`src/rtl/bcd_serial_add_ctrl.sv`:
```
// Digit-serial packed-BCD adder controller: latches two operands, adds one BCD
// digit per clock from LSD to MSD, then presents the sum with a one-cycle done pulse.
module bcd_serial_add_ctrl #(
    parameter int DIGITS = 4,
    parameter int IDXW   = 4
) (
    input  logic                  clk,
    input  logic                  rst_n,
    input  logic                  start,
    input  logic [4*DIGITS-1:0]   a_bcd,
    input  logic [4*DIGITS-1:0]   b_bcd,
    output logic                  busy,
    output logic                  done,
    output logic [4*DIGITS-1:0]   sum_bcd,
    output logic                  carry_out,
    output logic                  invalid
);

    localparam int W = 4 * DIGITS;
    localparam logic [IDXW-1:0] LAST_IDX = IDXW'(DIGITS - 1);

    typedef enum logic [1:0] {
        IDLE,
        ADD,
        DONE
    } state_t;

    state_t           state_q, state_d;
    logic [IDXW-1:0]  idx_q, idx_d;
    logic             carry_q, carry_d;
    logic [W-1:0]     a_q, a_d;
    logic [W-1:0]     b_q, b_d;
    logic [W-1:0]     sum_q, sum_d;
    logic             carry_out_q, carry_out_d;
    logic             invalid_q, invalid_d;

    logic [3:0]       dig_a, dig_b, digit;
    logic [4:0]       raw_sum, adj_sum;
    logic             carry_next;
    logic             accept;

    // Single-digit BCD adder; the +6 correction wraps mod 16 even for illegal digits.
    always_comb begin
        dig_a   = a_q[3:0];
        dig_b   = b_q[3:0];
        raw_sum = {1'b0, dig_a} + {1'b0, dig_b} + {4'b0000, carry_q};
        adj_sum = raw_sum + 5'd6;
        if (raw_sum > 5'd9) begin
            digit      = adj_sum[3:0];
            carry_next = 1'b1;
        end else begin
            digit      = raw_sum[3:0];
            carry_next = 1'b0;
        end
    end

    assign accept = start && ((state_q == IDLE) || (state_q == DONE));

    always_comb begin
        state_d     = state_q;
        idx_d       = idx_q;
        carry_d     = carry_q;
        a_d         = a_q;
        b_d         = b_q;
        sum_d       = sum_q;
        carry_out_d = carry_out_q;
        invalid_d   = invalid_q;

        case (state_q)
            IDLE: state_d = IDLE;
            ADD: begin
                // New digits enter at the MSD end so digit 0 lands at bits [3:0] last.
                sum_d   = (sum_q >> 4) | (W'(digit) << (W - 4));
                a_d     = a_q >> 4;
                b_d     = b_q >> 4;
                carry_d = carry_next;
                idx_d   = idx_q + IDXW'(1);
                if ((dig_a > 4'd9) || (dig_b > 4'd9)) begin
                    invalid_d = 1'b1;
                end
                if (idx_q == LAST_IDX) begin
                    state_d     = DONE;
                    carry_out_d = carry_next;
                end
            end
            DONE:    state_d = IDLE;
            default: state_d = IDLE;
        endcase

        if (accept) begin
            state_d     = ADD;
            idx_d       = '0;
            carry_d     = 1'b0;
            a_d         = a_bcd;
            b_d         = b_bcd;
            sum_d       = '0;
            carry_out_d = 1'b0;
            invalid_d   = 1'b0;
        end
    end

    always_ff @(posedge clk or negedge rst_n) begin
        if (!rst_n) begin
            state_q     <= IDLE;
            idx_q       <= '0;
            carry_q     <= 1'b0;
            a_q         <= '0;
            b_q         <= '0;
            sum_q       <= '0;
            carry_out_q <= 1'b0;
            invalid_q   <= 1'b0;
        end else begin
            state_q     <= state_d;
            idx_q       <= idx_d;
            carry_q     <= carry_d;
            a_q         <= a_d;
            b_q         <= b_d;
            sum_q       <= sum_d;
            carry_out_q <= carry_out_d;
            invalid_q   <= invalid_d;
        end
    end

    assign busy      = (state_q == ADD);
    assign done      = (state_q == DONE);
    assign sum_bcd   = sum_q;
    assign carry_out = carry_out_q;
    assign invalid   = invalid_q;

endmodule

```
`config.mk`:
```
export PLATFORM = sky130hd
export DESIGN_NAME = bcd_serial_add_ctrl
export DESIGN_NICKNAME = d
export VERILOG_FILES = /design/src/rtl/bcd_serial_add_ctrl.sv
export SDC_FILE = /design/constraint.sdc
export NUM_CORES = 1
export LEC_CHECK = 0
export BUFFER_PORTS_ARGS = -buffer_cell sky130_fd_sc_hd__buf_2
export CAP_MARGIN = 20
export CORE_UTILIZATION = 50
export CTS_CLUSTER_SIZE = 14
export DETAILED_ROUTE_END_ITERATION = 8
export PLACE_DENSITY = 0.81
export SKIP_CTS_REPAIR_TIMING = 1
export SLEW_MARGIN = 10
export SYNTH_ARGS = -nofsm -noshare
export SYNTH_HDL_FRONTEND = slang
export SYNTH_SLANG_ARGS = --single-unit
```
`constraint.sdc`:
```
create_clock -name clk -period 6.62 [get_ports clk]
set_input_delay 0 -clock clk [delete_from_list [all_inputs] [get_ports clk]]
set_output_delay 0 -clock clk [all_outputs]
set_load 0.03 [all_outputs]
```
==> key figures, run 1 <==
Route
  – Drt wl/cell: 14.4 µm
  – DR iter-0 viols: 189
  – Drc violations: 0
  – Initial DRT Pass Iterations: 4
  – Routed vias: 2135
  – Final WL: 5630 µm
  – Via/cell ratio: 5.45
  – Routed Antenna Nets: 0

Outcome
  – Status: finished, final reports clean

Finish
  – Layout cells sized above 1: 21.8%
  – Commonest non-fill, non-tap cells in the layout: 57 x dfrtp_1, 54 x buf_2, 51 x nand2_1, 33 x dlygate4sd3_1, 22 x a22o_1
  – Commonest non-fill, non-tap cell in the layout: dfrtp_1
  – Area Growth Syn to Fin: 31.7%
  – Diodes inserted: 0
  – Final nets: 364

Die
  – Chip Width: 73.0 µm
  – DIE AREA: 5330 µm²
  – I/O pins: 55
  – Row count: 25
  – Core Area: 4790 µm²
  – Die Height: 73.0 µm
  – Initial Util: 52.7%

Clock tree
  – CTS clock-pin slew for the worst setup and hold paths: 60 ps
  – Root buffer cell: clkbuf_8
  – Max Root-Sink Buffers: 2
  – Htree depth: 3
  – Worst-skew pair later-pin latency: 330 ps
  – Sink Count: 57
  – CTS tree: built
  – Total CTS buffers: 9

STA
  – Post-route clock period utilization: 41.2%
  – RSZ-0062 raised after global routing: false
  – Tmin final: 2730 ps
  – Final Hold Vio Count: 0
  – Final Slew Violations: 0
  – Relative slew slack: 35.2%
  – Least-Margin Pin Slew: 969 ps
  – Final worst slack: 3890 ps
  – Sum of negative setup slack: 0 ps
  – Fmax: 366 MHz
  – WHS: 285 ps
  – Max Clock Skew: 3.84 ps
  – Final setup viols: 0

Global route
  – Total track usage: 21.1%
  – First-pass GRT wire length: 8430 µm
  – Largest net degree at the start of global routing: 58
  – Total gr overflow: 0
  – Initial antenna violation count: 0
  – Vias in the first global route: 1933

Critical path
  – R2r startpoint: carry_q
  – Arr. time, crit path: 2970 ps
  – Slowest CP cell: fa_1
  – CP required: 6860 ps
  – Worst flop-to-flop path endpoint: carry_q
  – Worst setup EP type: register
  – Crit path launch type: register
  – Critical path cell sequence: fa_1, fa_1, xnor2_1, ha_1, nor2b_1, a31oi_1, nand3_1, a31oi_1
  – WS Path Type: register to register
  – CP max stage delay: 480 ps
  – Worst R2R Path Depth: 8
  – Reg2Reg Setup Slack: 3890 ps
  – Worst Path Max Fanout: 4

Yosys
  – Yosys top cell area share: 56.6%
  – Ys flop type: dfrtp_1
  – Register area share after synthesis: 56.6%
  – Yosys reg bits: 57
  – Yosys cell types: 37
  – Post-synth EDFFs: 0
  – Synth Cell Area: 2520 µm²
  – Syn Inst Count: 237
  – Dominant cell type by area after synthesis: dfrtp_1
  – Post-synth ARST share: 100%
  – Synth Net Count: 279
  – Top cells by area, synth: dfrtp_1 57%, a22o_1 7.6%, nand2_1 7.6%, a22oi_1 6.0%, ha_1 2.5%
  – Avg Cell Area, Syn: 10.6 µm²
  – Ys Warns: 0

Min path
  – WHS Endpoint: state_q[0]
  – Min-Delay Path Class: input pin to register
  – WHS Path Cells: 3
  – Hold Startpoint: start

Placement
  – Gpl congestion: 0.882
  – Post-DP HPWL: 3310 µm
  – IO Port Bufs: 54
  – Placement Setup Slack: 3970 ps

Power and ir drop
  – Power density over the cells: 545 nW/µm²
  – Worst vdd rail ir drop: 0.000303 V
  – Leakage power: 1.64 nW

Job
  – Max Cap Viol: 0
worst max-delay path by stage:
stage / startpoint / end / slack (ps) / depth (start not counted)
2_1_floorplan: carry_q / sum_bcd[15] / 4190 / 8
3_3_place_gp: state_q[0] / sum_bcd[13] / 4020 / 5
3_5_place_dp: carry_q / carry_q / 3970 / 8
4_1_cts: carry_q / carry_q / 3940 / 8
5_1_grt: carry_q / sum_bcd[15] / 3760 / 8
6_report: carry_q / carry_q / 3890 / 8
power by group:
part           internal, W  switching (W)  total (W)  leakage [nW]
Sequential        0.000505       0.000103   0.000608         0.724
Combinational     0.000358       0.000568   0.000927         0.834
Clock             0.000152       0.000123   0.000276        0.0826
registers in the layout, indices dropped and copies added (netlist names):
signal / count
idx_q: 4
sum_bcd: 16
carry_q: 1
invalid: 1
b_q: 16
a_q: 16
carry_out: 1
state_q: 2
area by class of cell:
| class | count | area (µm²) |
|---|---|---|
| repair buffers | 89 | 616 |
| multi-input cells | 162 | 1020 |
| flip-flops and latches | 57 | 1430 |
| fillers | 376 | 1470 |
| inverters | 3 | 11.3 |
| well taps | 67 | 83.8 |
| clock buffers | 14 | 163 |
layer usage:
| metal | share of wire [%] | track usage, % | wire length, µm | vias to the layer above |
|---|---|---|---|---|
| met4 | 1.6 | 11.8 | 89 | 0 |
| met5 | 0 | 0 | 0 | - |
| met1 | 46 | 26.9 | 2590 | 1031 |
| li1 | - | - | - | 1022 |
| met2 | 48 | 33.2 | 2700 | 73 |
| met3 | 4.5 | 4.83 | 251 | 9 |
cells by family (layout without fill, tap and decap cells):
logic type	after synthesis	count (layout)	share of synthesized area, %
AO/OA/AOI/OAI	68	68	20.3
XOR/XNOR	3	3	1.04
adder cells (fa/ha/maj)	7	7	4.07
buffers and inverters	18	106	3.28
flip-flops	57	57	56.6
AND/OR/NAND/NOR	84	84	14.7
cells in the mapped netlist, drive strengths merged, types with 2 or more instances:
master and count:
dfrtp 57, nand2 51, a22o 22, a22oi 20
nor2 13, a31oi 8, buf 8, clkbuf 7
o21ai 6, a21oi 5, ha 5, nand2b 4
nand3 4, inv 3, nand4 3, nor2b 3
fa 2, xor2 2
through the flow:
stage	cells	power (W)	area (µm²)	utilization, %
finish	392	0.00181	3320	69.4
global placement	345	0.00148	2830	59.1
detailed placement	345	0.00151	2830	59.1
CTS	359	0.00179	2990	62.5
floorplan	237	0.00132	2520	-
global route	392	0.00194	3320	69.4
worst max-delay path, delay by kind of cell (launching register included):
| kind | cells | cell delay [ps] |
|---|---|---|
| compound gates | 2 | 560 |
| simple gates | 2 | 340 |
| flops | 1 | 390 |
| xor+xnor | 1 | 190 |
| fa+ha+maj | 3 | 1160 |
(Power assumes the default switching activity.)
==> run 2: changes to the inputs <==
--- a/config.mk
+++ b/config.mk
@@ -7,10 +7,10 @@
 export LEC_CHECK = 0
 export BUFFER_PORTS_ARGS = -buffer_cell sky130_fd_sc_hd__buf_2
 export CAP_MARGIN = 20
-export CORE_UTILIZATION = 50
+export CORE_UTILIZATION = 48
 export CTS_CLUSTER_SIZE = 14
 export DETAILED_ROUTE_END_ITERATION = 8
-export PLACE_DENSITY = 0.81
+export PLACE_DENSITY = 0.82
 export SKIP_CTS_REPAIR_TIMING = 1
 export SLEW_MARGIN = 10
 export SYNTH_ARGS = -nofsm -noshare
==> constraint.sdc (replaced) <==
create_clock -name clk -period 2.4 [get_ports clk]
set_input_delay 0 -clock clk [delete_from_list [all_inputs] [get_ports clk]]
set_output_delay 0 -clock clk [all_outputs]
set_load 0.03 [all_outputs]
==> run 2 against run 1 <==
Against the previous run: worst setup slack got worse by 3900 ps; utilization fell by 1.2 points; count of clock-buffer cells in the layout fell by 2; sequential cell count did not move; highest routed layer unchanged; global-route usage rose by 0.69 points; combinational power rose to 3.5 times the previous value; total power rose to 3.1 times the previous value.
==> key figures, run 2 (same netlist as run 1, synthesis figures left out) <==
Min path
  – Min-Delay Path Class: input pin to asynchronous set/reset pin (was input pin to register)

Clock tree
  – CTS clock-pin slew for the worst setup and hold paths: 60 ps (about the same)
  – Sink Count: 57 (unchanged)
  – Total CTS buffers: 9 (unchanged)
  – CTS tree: built (unchanged)
  – Root buffer cell: clkbuf_8 (unchanged)
  – Max Root-Sink Buffers: 2 (unchanged)
  – Htree depth: 3 (unchanged)
  – Worst-skew pair later-pin latency: 330 ps (about the same)

STA
  – Relative slew slack: 66.5% (was 35.2%)
  – RSZ-0062 raised after global routing: true (was false)
  – Final Slew Violations: 0 (unchanged)
  – Final setup viols: 0 (unchanged)
  – Least-Margin Pin Slew: 499 ps (was 969 ps)
  – Fmax: 419 MHz (was 366 MHz)
  – Tmin final: 2390 ps (was 2730 ps)
  – Post-route clock period utilization: 99.5% (was 41.2%)
  – Final Hold Vio Count: 0 (unchanged)
  – Max Clock Skew: 8.51 ps (was 3.84 ps)
  – WHS: 80.4 ps (was 285 ps)

Outcome
  – Status: finished, final reports clean (unchanged)

Die
  – DIE AREA: 5550 µm² (was 5330 µm²)
  – Chip Width: 74.5 µm (was 73.0 µm)
  – I/O pins: 55 (unchanged)
  – Die Height: 74.5 µm (was 73.0 µm)
  – Initial Util: 49.7% (was 52.7%)
  – Core Area: 5070 µm² (was 4790 µm²)
  – Row count: 26 (was 25)

Route
  – Final WL: 6220 µm (was 5630 µm)
  – Routed Antenna Nets: 0 (unchanged)
  – Via/cell ratio: 5.44 (was 5.45)
  – Routed vias: 2214 (was 2135)
  – Initial DRT Pass Iterations: 5 (was 4)
  – Drc violations: 0 (unchanged)
  – Drt wl/cell: 15.3 µm (was 14.4 µm)
  – DR iter-0 viols: 79 (was 189)

Job
  – Max Cap Viol: 0 (unchanged)

Power and ir drop
  – Power Internal: 0.00320 W (was 0.00102 W)
  – Flop pwr share: 29.9% (was 33.6%)
  – Power density over the cells: 1630 nW/µm² (was 545 nW/µm²)
  – Sw frac: 43.3% (was 43.9%)
  – Clk network pwr share: 13.4% (was 15.2%)
  – Psw: 0.00244 W (was 0.000795 W)
  – Power, Total: 0.00564 W (was 0.00181 W)
  – Leakage power: 1.70 nW (was 1.64 nW)
  – Combinational share of power: 56.7% (was 51.2%)
  – Worst vdd rail ir drop: 0.000899 V (was 0.000303 V)

Finish
  – Area Growth Syn to Fin: 37.3% (was 31.7%)
  – Commonest non-fill, non-tap cells in the layout: 57 x dfrtp_1, 54 x buf_2, 51 x nand2_1, 33 x dlygate4sd3_1, 22 x a22o_1 (unchanged)
  – Diodes inserted: 0 (unchanged)
  – Commonest non-fill, non-tap cell in the layout: dfrtp_1 (unchanged)
  – Final nets: 375 (was 364)
  – Layout cells sized above 1: 27.3% (was 21.8%)

Critical path
  – Worst Path Max Fanout: 3 (was 4)
  – Crit path launch type: register (unchanged)
  – WS Path Type: register to register (unchanged)
  – Worst setup EP type: register (unchanged)
  – Arr. time, crit path: 2660 ps (was 2970 ps)
  – CP required: 2670 ps (was 6860 ps)

Global route
  – Initial antenna violation count: 0 (unchanged)
  – Vias in the first global route: 2015 (was 1933)
  – Largest net degree at the start of global routing: 34 (was 58)
  – First-pass GRT wire length: 9070 µm (was 8430 µm)
  – Total gr overflow: 0 (unchanged)
  – Total track usage: 21.8% (was 21.1%)

Placement
  – Post-DP HPWL: 3690 µm (was 3310 µm)
  – IO Port Bufs: 54 (unchanged)
  – Gpl congestion: 0.773 (was 0.882)
run 2: cell types whose count changed in the layout (fill, tap and decap cells not counted), sizes merged:
cell and delta:
clkinvlp +1, buf +11, clkbuf -2, clkinv +2
run 2: power by group through the flow:
stage	clock (W)	combinational [W]	sequential, W
floorplan	0	0.00181	0.00188
global placement	0	0.00270	0.00167
detailed placement	0	0.00276	0.00169
CTS	0.000769	0.00279	0.00168
global route	0.000808	0.00354	0.00173
finish	0.000757	0.00320	0.00168
run 2: path summary, 6_finish.rpt:
| path | startpoint | end | slack [ps] | depth (start not counted) |
|---|---|---|---|---|
| min reg2reg | b_q[8] | b_q[8] | 480 | 2 |
| min in group clk | start | state_q[0] | 250 | 3 |
| max in group asynchronous | rst_n | b_q[2] | 1660 | 3 |
| min | rst_n | a_q[7] | 80 | 2 |
| max reg2reg | b_q[0] | sum_bcd[14] | 10 | 9 |
| max | b_q[0] | sum_bcd[14] | 10 | 9 |
run 2: layout make-up:
| type | count | area (µm²) |
|---|---|---|
| fill | 411 | 1610 |
| sequential | 57 | 1430 |
| tap | 70 | 87.6 |
| timing repair buffer | 100 | 698 |
| multi-input combinational | 162 | 1070 |
| inverter | 3 | 11.3 |
| clock inverter | 3 | 17.5 |
| clock buffer | 12 | 145 |
run 2: routing by layer:
metal	vias to the layer above	global-route usage, %	share of wire (%)
li1	1042	-	-
met1	1077	27.4	43
met2	82	35.6	49
met3	13	7.59	6.8
met4	0	6.29	1.1
met5	-	0	0
run 2: worst max-delay path, cell delays in order (launching register included):
cell and delay, ps:
dfrtp_1 410, fa_2 420, fa_2 570, inv_2 60, ha_4 150, nor2b_4 120
a31oi_2 230, buf_4 160, nand4_1 90, nand3_1 120
run 2: metrics by stage:
stage | setup TNS (ps) | cells | util [%] | setup WS [ps] | instance area, µm²
finish | 0 | 407 | 68.2 | 11.9 | 3460
global route | -457 | 407 | 68.2 | -131 | 3460
CTS | -98.8 | 371 | 60.4 | -53.2 | 3070
detailed placement | -32.8 | 356 | 57.2 | -32.8 | 2900
global placement | -12.0 | 356 | 57.2 | -6.39 | 2900
floorplan | 0 | 237 | - | 55.0 | 2530
==> run 3: changes to the inputs <==
--- a/config.mk
+++ b/config.mk
@@ -11,6 +11,7 @@
 export CTS_CLUSTER_SIZE = 14
 export DETAILED_ROUTE_END_ITERATION = 8
 export PLACE_DENSITY = 0.82
+export REMOVE_ABC_BUFFERS = 1
 export SKIP_CTS_REPAIR_TIMING = 1
 export SLEW_MARGIN = 10
 export SYNTH_ARGS = -nofsm -noshare
==> run 3 against run 2 <==
Against the previous run: the flow now finishes with violations (negative setup slack); first-iteration DRC count is 23% higher; sequential share of layout area barely moved; final cell count is 0.49% lower; combinational power is essentially flat; global-route usage is 0.063 points higher; clock skew is 4.6 ps lower; largest cell class unchanged; largest power group unchanged.
==> key figures, run 3 (same netlist as run 1, synthesis figures left out) <==
Clock tree
  – CTS clock-pin slew for the worst setup and hold paths: 60 ps (about the same)
  – Max Root-Sink Buffers: 2 (unchanged)
  – Worst-skew pair later-pin latency: 330 ps (about the same)
  – Total CTS buffers: 9 (unchanged)
  – Sink Count: 57 (unchanged)
  – Htree depth: 3 (unchanged)
  – Root buffer cell: clkbuf_8 (unchanged)
  – CTS tree: built (unchanged)

Route
  – Routed vias: 2185 (was 2214)
  – Drt wl/cell: 14.6 µm (was 15.3 µm)
  – DR iter-0 viols: 97 (was 79)
  – Drc violations: 0 (unchanged)
  – Routed Antenna Nets: 0 (unchanged)
  – Via/cell ratio: 5.40 (was 5.44)
  – Initial DRT Pass Iterations: 4 (was 5)
  – Final WL: 5920 µm (was 6220 µm)

Placement
  – Post-DP HPWL: 3580 µm (was 3690 µm)
  – Placement Setup Slack: -136 ps (was -32.8 ps)
  – Area post-placement: 2880 µm² (was 2900 µm²)
  – Gpl congestion: 0.815 (was 0.773)
  – IO Port Bufs: 54 (unchanged)

Finish
  – Commonest non-fill, non-tap cell in the layout: dfrtp_1 (unchanged)
  – Final nets: 372 (was 375)
  – Fin area: 3460 µm² (about the same)
  – Commonest non-fill, non-tap cells in the layout: 57 x dfrtp_1, 54 x buf_2, 51 x nand2_1, 33 x dlygate4sd3_1, 22 x a22o_1 (unchanged)
  – Layout cells sized above 1: 27.2% (was 27.3%)
  – Finished Core Util: 68.2% (about the same)
  – Area Growth Syn to Fin: 37.4% (was 37.3%)
  – Diodes inserted: 0 (unchanged)
  – FILL cells: 404 (was 411)

STA
  – Final setup viols: 2 (was 0)
  – Fmax: 415 MHz (was 419 MHz)
  – Least-Margin Pin Slew: 1000 ps (was 499 ps)
  – RSZ-0062 raised after global routing: true (unchanged)
  – Post-route clock period utilization: 100% (was 99.5%)
  – Final Slew Violations: 0 (unchanged)
  – Relative slew slack: 33.2% (was 66.5%)
  – Final worst slack: -8.50 ps (was 11.9 ps)
  – Tmin final: 2410 ps (was 2390 ps)
  – Final Hold Vio Count: 0 (unchanged)
  – Sum of negative setup slack: -8.96 ps (was 0 ps)
  – Max Clock Skew: 3.96 ps (was 8.51 ps)

Die
  – Chip Width: 74.5 µm (unchanged)
  – I/O pins: 55 (unchanged)
  – Initial Util: 49.7% (unchanged)
  – DIE AREA: 5550 µm² (unchanged)
  – Core Area: 5070 µm² (unchanged)
  – Row count: 26 (unchanged)
  – Die Height: 74.5 µm (unchanged)

Job
  – Max Cap Viol: 0 (unchanged)

Critical path
  – Worst setup EP type: register (unchanged)
  – Crit path launch type: register (unchanged)
  – Worst Path Max Fanout: 2 (was 3)
  – Reg2Reg Setup Slack: -8 ps (was 10 ps)
  – Worst R2R Path Depth: 8 (was 9)
  – CP max stage delay: 600 ps (was 570 ps)
  – Slowest CP cell: fa_2 (unchanged)
  – Arr. time, crit path: 2620 ps (was 2660 ps)
  – Worst flop-to-flop path endpoint: sum_bcd[13] (was sum_bcd[14])
  – Critical path cell sequence: fa_2, fa_2, inv_2, ha_4, nor2b_4, a31o_1, a222oi_1, nand3_1 (was fa_2, fa_2, inv_2, ha_4, nor2b_4, a31oi_2, buf_4, nand4_1, nand3_1)
  – CP required: 2610 ps (was 2670 ps)
  – WS Path Type: register to register (unchanged)
  – Most used cell, CP: fa_2 (unchanged)
  – R2r startpoint: b_q[0] (unchanged)

Power and ir drop
  – Sw frac: 43.3% (about the same)
  – Combinational share of power: 56.6% (was 56.7%)
  – Power Internal: 0.00321 W (was 0.00320 W)
  – Psw: 0.00245 W (was 0.00244 W)
  – Flop pwr share: 29.5% (was 29.9%)
  – Clk network pwr share: 13.9% (was 13.4%)
  – Leakage power: 1.70 nW (about the same)
  – Power density over the cells: 1640 nW/µm² (was 1630 nW/µm²)
  – Worst vdd rail ir drop: 0.000877 V (was 0.000899 V)

Global route
  – Largest net degree at the start of global routing: 45 (was 34)
  – Initial antenna violation count: 0 (unchanged)
  – First-pass GRT wire length: 8890 µm (was 9070 µm)
  – Total track usage: 21.9% (was 21.8%)
  – Vias in the first global route: 2042 (was 2015)
  – Total gr overflow: 0 (unchanged)

Outcome
  – Failing checks: negative setup slack
  – Status: finished with violations (was finished, final reports clean)

Min path
  – Min-Delay Path Class: input pin to asynchronous set/reset pin (unchanged)
==> run 3: cell types whose count changed in the layout (fill, tap and decap cells not counted), sizes merged <==
cell	change
clkbuf	+1
clkinv	+1
buf	-3
clkinvlp	-1
==> run 3: metal layers <==
metal  global-route usage [%]  up-vias  wire length [µm]  share of wire (%)
met4                     11.3        0               110                1.9
met2                     34.6       66              2930                 49
met3                     6.50       15               261                4.4
met1                     27.2     1065              2620                 44
li1                         -     1039                 -                  -
met5                        0        -                 0                  0
==> run 3: area by class of cell <==
cell class	count	area, µm²	share of cell area, %
tap	70	87.6	2.53
multi-input combinational	162	1090	31.4
inverter	3	11.3	0.325
clock buffer	13	159	4.59
timing repair buffer	97	676	19.5
clock inverter	3	15.0	0.434
sequential	57	1430	41.2
==> run 3: worst max path at each step <==
stage	from	end	slack (ps)
final	b_q[0]	sum_bcd[13]	-8
after global routing	b_q[0]	sum_bcd[13]	-80
after CTS	carry_q	carry_out	-190
after detailed placement	carry_q	carry_out	-140
after global placement	carry_q	carry_q	-90
after floorplan	state_q[0]	sum_bcd[13]	-270
==> run 3: power groups by stage <==
stage	registers, W	logic (W)	clock network, W
final	0.00167	0.00321	0.000787
after detailed placement	0.00168	0.00271	0
after floorplan	0.00187	0.00165	0
after global routing	0.00172	0.00352	0.000846
after global placement	0.00166	0.00260	0
after CTS	0.00167	0.00273	0.000798
==> run 3: critical path: cells and delay by family (launching register included) <==
family	cells	cell delay, ps
and+or+nand+nor	2	240
AOI/OAI and AO/OA	2	400
buffers and inverters	1	60
adders and majority gates	3	1180
DFF	1	410
==> run 3: stage by stage <==
| step | total power, W | hold slack [ps] | std cells |
|---|---|---|---|
| after global routing | 0.00609 | 259 | 405 |
| after global placement | 0.00426 | 27.0 | 354 |
| after CTS | 0.00520 | -327 | 370 |
| final | 0.00567 | 193 | 405 |
| after detailed placement | 0.00439 | 29.7 | 354 |
| after floorplan | 0.00352 | -296 | 222 |
